--- src/rtl/cp0_ctrl.sv ---
// cp0_ctrl -- Coprocessor-0 exception/interrupt controller.
//
// Sits beside the M stage. It combines the hardware interrupt lines with the
// M-stage exception code, decides whether to take an exception, and holds the
// SR / Cause / EPC / PRId registers used by mfc0 / mtc0 / eret.
//
// Ports:
//   clk        in   clock; all state updates on its rising edge
//   reset      in   asynchronous, active-low clear
//   A1         in   [4:0]  CP0 register number for the read (DOut)
//   A2         in   [4:0]  CP0 register number for the mtc0 write
//   DIn        in   [31:0] mtc0 write data
//   WE         in   mtc0 write enable
//   VPC        in   [31:0] PC of the instruction in M
//   BDIn       in   M instruction sits in a branch delay slot
//   ExcCodeIn  in   [4:0]  M-stage exception code, 0 = none
//   HWInt      in   [5:0]  level-sensitive hardware interrupt lines
//   EXLClr     in   eret in M
//   IntReq     out  take an exception this cycle
//   EPC_out    out  [31:0] current EPC value
//   DOut       out  [31:0] read data for A1
module cp0_ctrl #(
  parameter logic [31:0] PRID = 32'h2021_0007
) (
  input  logic        clk,
  input  logic        reset,
  input  logic [4:0]  A1,
  input  logic [4:0]  A2,
  input  logic [31:0] DIn,
  input  logic        WE,
  input  logic [31:0] VPC,
  input  logic        BDIn,
  input  logic [4:0]  ExcCodeIn,
  input  logic [5:0]  HWInt,
  input  logic        EXLClr,
  output logic        IntReq,
  output logic [31:0] EPC_out,
  output logic [31:0] DOut
);

  localparam logic [4:0] REG_SR    = 5'd12;
  localparam logic [4:0] REG_CAUSE = 5'd13;
  localparam logic [4:0] REG_EPC   = 5'd14;
  localparam logic [4:0] REG_PRID  = 5'd15;

  // Only the implemented fields are stored; EPC keeps just the word address.
  logic [5:0]  im_q, im_d;
  logic        exl_q, exl_d;
  logic        ie_q, ie_d;
  logic        bd_q, bd_d;
  logic [5:0]  ip_q;
  logic [4:0]  exc_code_q, exc_code_d;
  logic [29:0] epc_q, epc_d;

  logic irq;
  logic exc;

  assign irq = (|(HWInt & im_q)) & ie_q & ~exl_q;
  assign exc = (ExcCodeIn != 5'd0) & ~exl_q;
  // The exception-code input is live even while reset is low, so gate it.
  assign IntReq = (irq | exc) & reset;

  always_comb begin
    im_d       = im_q;
    exl_d      = exl_q;
    ie_d       = ie_q;
    bd_d       = bd_q;
    exc_code_d = exc_code_q;
    epc_d      = epc_q;
    if (IntReq) begin
      exl_d      = 1'b1;
      exc_code_d = irq ? 5'd0 : ExcCodeIn;
      bd_d       = BDIn;
      // Word-address subtract of 1 == byte-address subtract of 4; wraps mod 2^32.
      epc_d      = BDIn ? (VPC[31:2] - 30'd1) : VPC[31:2];
    end else begin
      if (WE && (A2 == REG_SR)) begin
        im_d  = DIn[15:10];
        exl_d = DIn[1];
        ie_d  = DIn[0];
      end
      if (WE && (A2 == REG_EPC)) begin
        epc_d = DIn[31:2];
      end
      // Placed after the SR write so eret wins on EXL when both coincide.
      if (EXLClr) begin
        exl_d = 1'b0;
      end
    end
  end

  always_ff @(posedge clk or negedge reset) begin
    if (!reset) begin
      im_q       <= 6'd0;
      exl_q      <= 1'b0;
      ie_q       <= 1'b0;
      bd_q       <= 1'b0;
      ip_q       <= 6'd0;
      exc_code_q <= 5'd0;
      epc_q      <= 30'd0;
    end else begin
      im_q       <= im_d;
      exl_q      <= exl_d;
      ie_q       <= ie_d;
      bd_q       <= bd_d;
      ip_q       <= HWInt;   // IP tracks the lines every cycle, even with EXL set
      exc_code_q <= exc_code_d;
      epc_q      <= epc_d;
    end
  end

  assign EPC_out = {epc_q, 2'b00};

  always_comb begin
    DOut = 32'd0;
    case (A1)
      REG_SR:    DOut = {16'd0, im_q, 8'd0, exl_q, ie_q};
      REG_CAUSE: DOut = {bd_q, 15'd0, ip_q, 3'd0, exc_code_q, 2'b00};
      REG_EPC:   DOut = {epc_q, 2'b00};
      REG_PRID:  DOut = PRID;
      default:   DOut = 32'd0;
    endcase
  end

endmodule

--- config.mk ---
export PLATFORM = sky130hd
export DESIGN_NAME = cp0_ctrl
export DESIGN_NICKNAME = d
export VERILOG_FILES = /design/src/rtl/cp0_ctrl.sv
export SDC_FILE = /design/constraint.sdc
export NUM_CORES = 1
export LEC_CHECK = 0
export CAP_MARGIN = 20
export CORE_MARGIN = 3
export CORE_UTILIZATION = 41
export CTS_CLUSTER_SIZE = 30
export DETAILED_ROUTE_END_ITERATION = 16
export GPL_ROUTABILITY_DRIVEN = 0
export PLACE_DENSITY = 0.84
export RECOVER_POWER = 25
export SETUP_SLACK_MARGIN = 0.3
export SLEW_MARGIN = 40
export SYNTH_ARGS = -nofsm -noshare
export SYNTH_HDL_FRONTEND = slang
export SYNTH_SLANG_ARGS = --single-unit
--- constraint.sdc ---
create_clock -name clk -period 3.1 [get_ports clk]
set_input_delay 0.93 -clock clk [delete_from_list [all_inputs] [get_ports clk]]
set_output_delay 0.93 -clock clk [all_outputs]
set_load 0.01 [all_outputs]
**Yosys cells after proc, flatten, opt, wreduce, memory -nomap -nowiden**

Index checks and enable logic that the tools add are counted.

- Register bits after elaboration: 50
- Input bits: 90
- Logic and storage cells: 37

- $add $sub $neg: 1
- Equality and inequality tests: 6
- Muxes and demuxes: 8
- Bitwise operators: 8
- Reductions and logical operators: 7

Operators by type and width:

| cell | number |
|---|---|
| 32-bit case mux with 4 select lines | 1 |
| 30-bit 2-to-1 mux | 3 |
| 5-bit by 4-bit equality test with 1-bit output, second input constant | 6 |
| 30-bit by 1-bit subtractor with 30-bit output, second input constant | 1 |
| 6-bit bitwise AND | 1 |
| 6-bit OR reduction | 1 |
| 5-bit 2-to-1 mux | 1 |
| 5-bit nonzero test | 1 |
| 1-bit bitwise AND | 4 |
| 1-bit 2-to-1 mux | 3 |
| 3-bit nonzero test | 1 |
| 1-bit logical AND | 2 |
| 1-bit inverter | 2 |
| 2-bit AND reduction | 1 |
| 2-bit nonzero test | 1 |
| 1-bit bitwise OR | 1 |

**Depth between registers and ports, before layout**

Gate-level depths: netlist of run 1.

- Depth in word-level cells: 8
- Depth in mapped cells: 9

**Worst setup path after synthesis of run 1**

No wires, ideal clock.

- Path kind: in2out
- Start: input port HWInt[3]
- End: output port IntReq
- Arrival time: 2,014 ps
- Data required time: 2,170 ps
- Path slack: 156 ps
- Cell stages on the path: 4
- Buffers on the path: 1
- Cells stage by stage: a22o_1 o31ai_2 a31oi_1 clkbuf_1

- Longest elaborated chain between the ends: 6

Ends and longest elaborated chain:

| element | RTL line | text |
|---|---|---|
| from (decl) | 34 | `input logic [5:0] HWInt,` |
| 6-bit bitwise AND | 58 | `assign irq = (\|(HWInt & im_q)) & ie_q & ~exl_q;` |
| 6-bit OR reduction | 58 |  |
| 1-bit bitwise AND (2 in series) | 58 |  |
| 1-bit bitwise OR | 61 | `assign IntReq = (irq \| exc) & reset;` |
| 1-bit bitwise AND | 61 |  |
| to (decl) | 36 | `output logic IntReq,` |

Every way passes these cells.

**Worst setup path after layout of run 1**

- Start: input port A1[4]
- End: output port DOut[28]

- Longest elaborated chain between the ends: 2
- Elaborated cells on any way between the ends: 5
- Classes of those cells: 4 x eq/ne; 1 x mux

Ends and longest elaborated chain:

| element | RTL line | text |
|---|---|---|
| from (decl) | 27 | `input logic [4:0] A1,` |
| 5-bit by 4-bit equality test with 1-bit output | 116 | `case (A1)` |
| 32-bit case mux with 4 select lines * | 116 |  |
| to (decl) | 38 | `output logic [31:0] DOut` |

Every way passes the cells marked *; elsewhere a longest branch is shown, timed or not.

==> results.yml, run 1 <==
outcome:
  run_status: "finished, final reports clean"
setup_path:
  cp_common_cell: "buf_6"
  crit_arrival_ns: 2.04
  path_cells: "buf_6, nand3b_1, buf_6, nor2b_4, buf_4, buf_6, and2_1, buf_2"
  startpoint_type: "primary input"
  worstPathRequired_ns: 2.17
  critPathCaptureType: "primary output"
  criticalPathCategory: "in2out"
  cpMaxStageDelayCell: "nand3b_1"
  path_max_fanout: 7
  reg2regPathDepth: 8
  max_stage_delay_ns: 0.22
place:
  hpwlAfterDp_um: 8250
  placed_cell_area_um2: 5070
  io_buffers: 150
grt:
  grt-ovfl-total: 0
  grt_pass1_wl_um: 17400
  grt_max_degree: 52
  grt_antenna_before_repair: 0
  grt_pass1_vias: 3446
  track_usage: 0.251
route:
  detail-route-antenna-nets: 0
  totalWireLength_um: 11200
  remaining_drc_errors: 0
  avgViaCountPerCell: 5.24
  drt_iter0_drc: 57
  first_pass_iters: 6
  routedWlPerCell_um: 18.0
  vias: 3265
clock_tree:
  cts_hold_buf: 0
  cts_root_buf: "clkbuf_8"
  cts_tree: "yes"
  clock_latency_ns: 0.31
  clockBufferDepth: 2
  cts_made_buffers: 5
  clkSinkCount: 50
  cts_htree_levels: 2
  path_clk_slew_ns: 0.09
power_and_ir_drop:
  p_leak_uw: 0.00246
  p_int_uw: 1490
  comb_power_share: 0.366
  p_seq_frac: 0.420
  vdd_drop_max_mv: 0.221
  p_clk_frac: 0.213
  p_switching_uw: 685
  swShare: 0.315
  power.density_nw_per_um2: 403
worst_hold_path:
  worstHoldPathType: "reg2reg"
  hold_depth: 1
timing:
  setup_violations: 0
  fin_crit_ns: 2.97
  fin_crit_sh: 0.960
  rsz0062_at_grt: "yes"
  hold_viol_final: 0
  setup_tns_ns: 0
  fmax_ghz: 0.336
  finalMaxSlewViolations: 0
  relSlewSlack: 0.151
  fin_skew_ns: 0.00936
  tightest_slew_ns: 1.27
die:
  core_area_um2: 7450
  rows: 31
  die_x_um: 94.6
  io_pins: 155
  die_h_um: 94.6
  die_area_um2: 8950
  initial_core_util: 0.432
logic_synthesis:
  ys_seq_elements: 50
  yosysWarnings: 0
  ys_types: 44
  ys_seq_area_frac: 0.389
  ys_async_sr_fraction: 1.00
  netlist_area_um2: 3220
  syn_area_per_cell_um2: 9.67
  synth-edff-count: 0
  synth_ff_type: "dfrtp_1"
  synthCells: 333
final_layout:
  drive_gt1_frac: 0.290
  fin_area_um2: 5390
  fin_nets: 614
  antenna_cells: 0
  area_growth_pct: 67.4
run:
  drv_cap: 0
[timing repair]
item | CTS | global route
pin swaps | 15 | 7
buffers inserted | 9 | 3
resized for setup | 211 | 36
endpoints found under the setup margin | 42 | 38
gates cloned | 2 | 0
[path summary, 6_finish.rpt]
kind                            startpoint       endpoint  slack, ns
worst min register to register        bd_q           bd_q       0.52
max in group asynchronous            reset  exc_code_q[3]       1.16
worst min-delay path                  bd_q           bd_q       0.52
min in group asynchronous            reset        im_q[1]       1.19
worst max-delay path                 A1[4]       DOut[28]       0.13
worst max register to register     im_q[3]        im_q[4]       0.65
[stage by stage]
step	worst slack (ns)	hold WS, ns	std cells	utilization	total power (µW)
CTS	0.132	0.519	620	0.702	2160
detailed placement	-0.530	0.499	601	0.681	1680
floorplan	0.300	0.481	334	-	1210
finish	0.125	0.521	623	0.724	2170
global placement	-0.454	0.499	601	0.681	1650
global route	0.0643	0.543	623	0.724	2290
[kinds of logic after synthesis]
| group | Yosys count | share of synthesized area |
|---|---|---|
| compound gates | 39 | 0.0739 |
| mux | 67 | 0.211 |
| xor+xnor | 26 | 0.0707 |
| simple gates | 121 | 0.212 |
| buf+inv | 28 | 0.0381 |
| other cells | 1 | 0.00116 |
| flops | 50 | 0.389 |
| fa+ha+maj | 1 | 0.00389 |
[cell usage after synthesis (6+ instances only)]
master	number	area, µm²
a21oi_1	9	45.0
xor2_1	6	52.6
mux2i_1	59	591
o21ai_0	16	80.1
nor3_1	10	50.1
or3_1	9	56.3
nand3_1	6	30.0
inv_1	8	30.0
nor2_1	31	116
clkbuf_1	11	41.3
dfrtp_1	50	1250
and2_1	15	93.8
mux2_2	8	90.1
xnor2_1	20	175
nand2_1	19	71.3
[routing by layer]
layer,GRT usage,up-vias,wire length (µm)
met4,0.0661,0,197
met5,0,-,0
met1,0.304,1554,4460
li1,-,1557,-
met2,0.442,139,5690
met3,0.0645,15,902
[flip-flops by register name (all words and copies together) (netlist names)]
name,cells
exl_q,1
bd_q,1
ip_q,6
exc_code_q,5
ie_q,1
im_q,6
epc_q,30
[layout make-up]
| type | instances | area, µm² |
|---|---|---|
| clock buffer | 5 | 68.8 |
| clock inverter | 3 | 40.0 |
| fill | 570 | 2060 |
| inverter | 8 | 32.5 |
| multi-input combinational | 256 | 2070 |
| sequential | 50 | 1250 |
| tap | 99 | 124 |
| timing repair buffer | 202 | 1800 |
[worst max-delay path, delay by kind of cell]
kind,cells,cell delay [ns]
buffers and inverters,5,0.65
and+or+nand+nor,3,0.47
[power by group through the flow]
| stage | logic [µW] | registers [µW] | clock network (µW) |
|---|---|---|---|
| 2_1_floorplan | 279 | 928 | 0 |
| 3_3_place_gp | 746 | 909 | 0 |
| 3_5_place_dp | 768 | 915 | 0 |
| 4_1_cts | 784 | 910 | 470 |
| 5_1_grt | 854 | 932 | 502 |
| 6_report | 795 | 913 | 463 |
[cells in the final DEF, fill, tap and decap left out, drive strengths merged, types with 3 or more instances in the layout]
cell type and n:
a22o 3, nor3 11, nor2 32, or4 4
dfrtp 50, clkbuf 13, nor4 9, clkdlybuf4s50 103
a22oi 5, xor2 6, buf 87, inv 8
mux2 8, and2 15, nand2 19, xnor2 20
nor4b 3, nand3 6, nor2b 3, o21ai 16
or3 10, a21oi 9, mux2i 59
Power figures use the tool's default switching activity.
==> inputs of run 2 (changes only) <==
CORE_MARGIN = default   (was 3)
==> run 2 against run 1 <==
  * Non-clock buffer count increased by 3
  * Maximum frequency about the same
  * Largest cell class unchanged
  * Clock power increased by 21%
  * Combinational power increased by 0.8%
  * Global-route usage increased by 1.3 points
==> results.yml, run 2 (same netlist as run 1, synthesis figures left out) <==
clock_tree:
  clockBufferDepth: 2
  cts_root_buf: "clkbuf_8"
  clock_latency_ns: 0.30
  clkSinkCount: 50
  cts_tree: "yes"
  path_clk_slew_ns: 0.09
  cts_hold_buf: 0
  cts_made_buffers: 5
  cts_htree_levels: 2
route:
  routedWlPerCell_um: 17.2
  first_pass_iters: 4
  drt_iter0_drc: 102
  remaining_drc_errors: 0
  totalWireLength_um: 10700
  detail-route-antenna-nets: 0
  vias: 3294
  avgViaCountPerCell: 5.26
final_layout:
  fin_nets: 617
  largest_reg_flops: 30
  mostFrequentLayoutCells: "103 x clkdlybuf4s50_1, 59 x mux2i_1, 50 x dfrtp_1"
  drive_gt1_frac: 0.309
  layout_commonest_cell: "clkdlybuf4s50_1"
  top_regs: "epc_q (30), im_q (6), ip_q (6)"
  fin_cells: 626
  antenna_cells: 0
  top_register: "epc_q"
  fin_area_um2: 5490
  area_growth_pct: 70.4
  fillCellCount: 539
power_and_ir_drop:
  total_power_uw: 2270
  power.density_nw_per_um2: 414
  vdd_drop_max_mv: 0.221
  p_leak_uw: 0.00250
grt:
  grt_pass1_wl_um: 17300
  track_usage: 0.264
  grt_max_degree: 52
  grt_antenna_before_repair: 0
  grt-ovfl-total: 0
  grt_pass1_vias: 3496
setup_path:
  path_max_fanout: 4
  worstPathRequired_ns: 2.17
  crit_arrival_ns: 2.05
  critPathCaptureType: "primary output"
  criticalPathCategory: "in2out"
  startpoint_type: "primary input"
  reg2regPathDepth: 7
timing:
  fin_crit_ns: 2.98
  hold_viol_final: 0
  fmax_ghz: 0.336
  fin_ws_ns: 0.122
  setup_violations: 0
  rsz0062_at_grt: "yes"
  fin_skew_ns: 0.0120
  setup_tns_ns: 0
  tightest_slew_ns: 1.32
  fin_crit_sh: 0.961
  finalMaxSlewViolations: 0
  relSlewSlack: 0.123
outcome:
  run_status: "finished, final reports clean"
place:
  placed_cell_area_um2: 5060
  io_buffers: 150
  place_ws_ns: -0.517
  hpwlAfterDp_um: 7530
  place_inst: 599
run:
  drv_cap: 0
die:
  initial_core_util: 0.435
  die_area_um2: 8210
  core_area_um2: 7410
  rows: 31
  io_pins: 155
  die_x_um: 90.6
  die_h_um: 90.6
worst_hold_path:
  worstHoldPathType: "reg2reg"
  hold_depth: 1
[run 2: changes by cell type in the layout (fill, tap and decap cells not counted), moves of 2 or more]
cell | previous run | this run
and2_1 | 8 | 5
and2_4 | 7 | 10
a21oi_2 | 2 | 4
buf_6 | 22 | 26
a22oi_1 | 4 | 0
clkdlybuf4s15_2 | 2 | 0
clkinv_2 | 2 | 0
a21oi_1 | 7 | 5
a22oi_2 | 1 | 5
[run 2: layout make-up]
cell class / instances / area (µm²) / area share
repair buffers: 205 / 1850 / 0.338
clock inverters: 3 / 68.8 / 0.0125
inverters: 8 / 32.5 / 0.00593
flip-flops and latches: 50 / 1250 / 0.228
multi-input cells: 256 / 2090 / 0.380
well taps: 99 / 124 / 0.0226
clock buffers: 5 / 68.8 / 0.0125
[run 2: path summary, 6_finish.rpt]
kind | startpoint | endpoint | slack, ns
max in group asynchronous | reset | exl_q | 1.26
worst max register to register | im_q[0] | im_q[1] | 0.80
min in group asynchronous | reset | epc_q[6] | 1.05
worst min-delay path | bd_q | bd_q | 0.56
worst min register to register | bd_q | bd_q | 0.56
worst max-delay path | A1[4] | DOut[8] | 0.12
[run 2: per-layer routing]
metal / vias to the layer above / routed length [µm] / global-route usage / share of wire
li1: 1556 / - / - / -
met1: 1591 / 4300 / 0.303 / 0.40
met2: 127 / 5520 / 0.482 / 0.51
met3: 20 / 650 / 0.0606 / 0.061
met4: 0 / 263 / 0.0820 / 0.024
met5: - / 0 / 0 / 0
[run 2: metrics by stage]
step                      hold WS (ns)  utilization
after floorplan                  0.481            -
after global placement           0.504        0.683
after detailed placement         0.511        0.683
after CTS                        0.554        0.726
after global routing             0.569        0.740
final                            0.556        0.740
[run 2: worst max-delay path: stages]
cell	delay [ns]
buf_6	0.09
nand3b_1	0.27
nor2b_4	0.21
buf_6	0.14
buf_6	0.11
buf_6	0.08
and2_4	0.13
buf_6	0.09
[run 2: power breakdown]
group	total, µW	internal (µW)	switching [µW]	leakage (µW)
logic	801	466	335	0.00183
clock network	560	324	237	0.0000683
registers	911	788	122	0.000602
[run 2: timing repair]
item / in CTS / in global routing
cloned: 3 / 0
pin swaps: 16 / 4
buffers inserted: 13 / 3
gates resized for setup: 237 / 23
endpoints found under the setup margin: 40 / 42
==> RTL change, RTL diff (flow settings as in run 1) <==
Register the output `EPC_out`, with the module's reset; this adds one clock of latency there. The other outputs are not delayed to match.
--- a/src/rtl/cp0_ctrl.sv
+++ b/src/rtl/cp0_ctrl.sv
@@ -109,7 +109,13 @@
     end
   end
 
-  assign EPC_out = {epc_q, 2'b00};
+  always_ff @(posedge clk or negedge reset) begin
+    if (!reset) begin
+      EPC_out <= '0;
+    end else begin
+      EPC_out <= {epc_q, 2'b00};
+    end
+  end
 
   always_comb begin
     DOut = 32'd0;
Formal check against the unedited RTL: not equivalent (a bounded check fails within 4 cycles, from zero or initial values and one cycle with reset low).
==> RTL change against run 1 <==
Count of clock-buffer cells in the layout rose by 5; clock skew rose by 4.1 ps; area after synthesis rose by 24%; critical path depth did not move; wire length rose by 15%; sequential share of layout area rose by 7.8 points; total power rose by 38%; cell area rose by 20%; final cell count rose by 14%; combinational power rose by 2.6%; sequential cell count rose by 30; worst setup slack got worse by 1.6 ps; global-route usage fell by 2.2 points; critical endpoint is now DOut[30]; largest power group unchanged.
==> RTL change: results (changes against run 1) <==
* Diodes inserted at 0 (unchanged)
* Crit path from: A1[4]
* Final Skew at 13.45 ps (+4.089 ps)
* Synth cell count leaders: dfrtp_1 (80), mux2i_1 (60), nor2_1 (35)
* Post-synthesis compound-gate area fraction at 5.387% (-2.0 points)
* Adder-cell share of the synthesized area at 0.3132% (-0.075 points)
* Hold Path Class: flip-flop to flip-flop
* Post-DP Area at 5947 um^2 (+17%)
* Main flop type after synthesis: dfrtp_1
* Tot GR Track Use at 22.96% (-2.2 points)
* Global-route wire length before repair at 19.91 mm (+15%)
* Ratio of cells with drive above 1 in the final layout at 30.22% (+1.2 points)
* Max transition margin at 56.66% (+42 points)
* Hold path start: epc_q[21]
* Drt initial violations at 81 (+42%)
* Vias per inst at 5.021 (-4.2%)
* Vias in the first global route at 3857 (+12%)
* Number of port buffers at 150 (unchanged)
* Largest regs: EPC_out x30, epc_q x30
* Post-synthesis xor/xnor area fraction at 6.138% (-0.94 points)
* Mapped Avg Cell Area at 10.95 um^2 (+13%)
* IR drop worst, VDD at 0.2229 mV (+0.80%)
* Nets at 665 (+8.3%)
* Final Non-Filler Cells at 708 (+14%)
* Register area share after synthesis at 50.11% (+11 points)
* Multiplexer area fraction after synthesis at 17.29% (-3.9 points)
* Drt first pass iters at 4 (-2)
* Worst skew pair latency at 340 ps (+30 ps)
* Leakage at 3.036 nW (+23%)
* Synth top area share at 50.11% (+11 points)
* Largest net degree at the start of global routing at 51 (-1.9%)
* Cts bufs inserted at 9 (+4)
* Place WS at -526.8 ps (+3.484 ps)
* Status: finished, final reports clean
* Hpwl dp at 8.822 mm (+6.9%)
* WL per Instance at 18.25 um (+1.1%)
* Clock Pin Slew Worst Setup and Hold Paths at 80 ps
* Area contributors post-synth: dfrtp_1 (50%), mux2i_1 (15%), xnor2_1 (4.4%), nor2_1 (3.3%), and2_1 (2.3%)
* Max H-tree Level at 3 (+1)
* Clock Tree Buf Depth at 2 (unchanged)
[RTL change: kinds of logic after synthesis]
kind of cell             Yosys count
XOR/XNOR                          28
other                              1
AO/OA/AOI/OAI                     35
multiplexers                      68
adder cells (fa/ha/maj)            1
AND/OR/NAND/NOR                  123
flip-flops                        80
buffers and inverters             29
[RTL change: worst paths after layout]
check / end / slack [ps] / depth (start not counted)
max: DOut[30] / 120 / 8
max in group asynchronous: EPC_out[18] / 1300 / 3
min: EPC_out[23] / 400 / 0
max reg2reg: im_q[3] / 710 / 7
min in group asynchronous: EPC_out[29] / 830 / 2
min reg2reg: EPC_out[23] / 400 / 0
[RTL change: report_power, final]
part | switching [W] | internal, W
logic | 0.000353 | 0.000463
clock network | 0.000395 | 0.000375
registers | 0.000140 | 0.00127
[RTL change: area by class of cell]
cell class / instances / area [um^2]
fillers: 730 / 2923
multi-input cells: 257 / 2087
flip-flops and latches: 80 / 2002
repair buffers: 218 / 1969
well taps: 129 / 161.4
clock buffers: 10 / 127.6
clock inverters: 6 / 68.82
inverters: 8 / 32.53
[RTL change: worst max-delay path, stage by stage]
cell      delay (ps)
buf_6             90
nand3b_1         240
nor2b_4          210
buf_6            120
buf_8            110
buf_6            100
and2_4           140
buf_6             90
[RTL change: timing repair]
| action | in CTS | in global routing |
|---|---|---|
| setup endpoints to repair | 48 | 43 |
| gates resized for setup | 221 | 49 |
| gates cloned | 3 | 0 |
| setup buffers | 13 | 6 |
| pin swaps | 24 | 21 |
[RTL change: per-layer routing]
layer  GRT usage (%)  wire, um  vias to the layer above
li1                -         -                     1685
met1           28.28      5338                     1721
met2           40.96      6706                      129
met3           4.941       676                       20
met4           5.717       196                        0
met5               0         0                        -
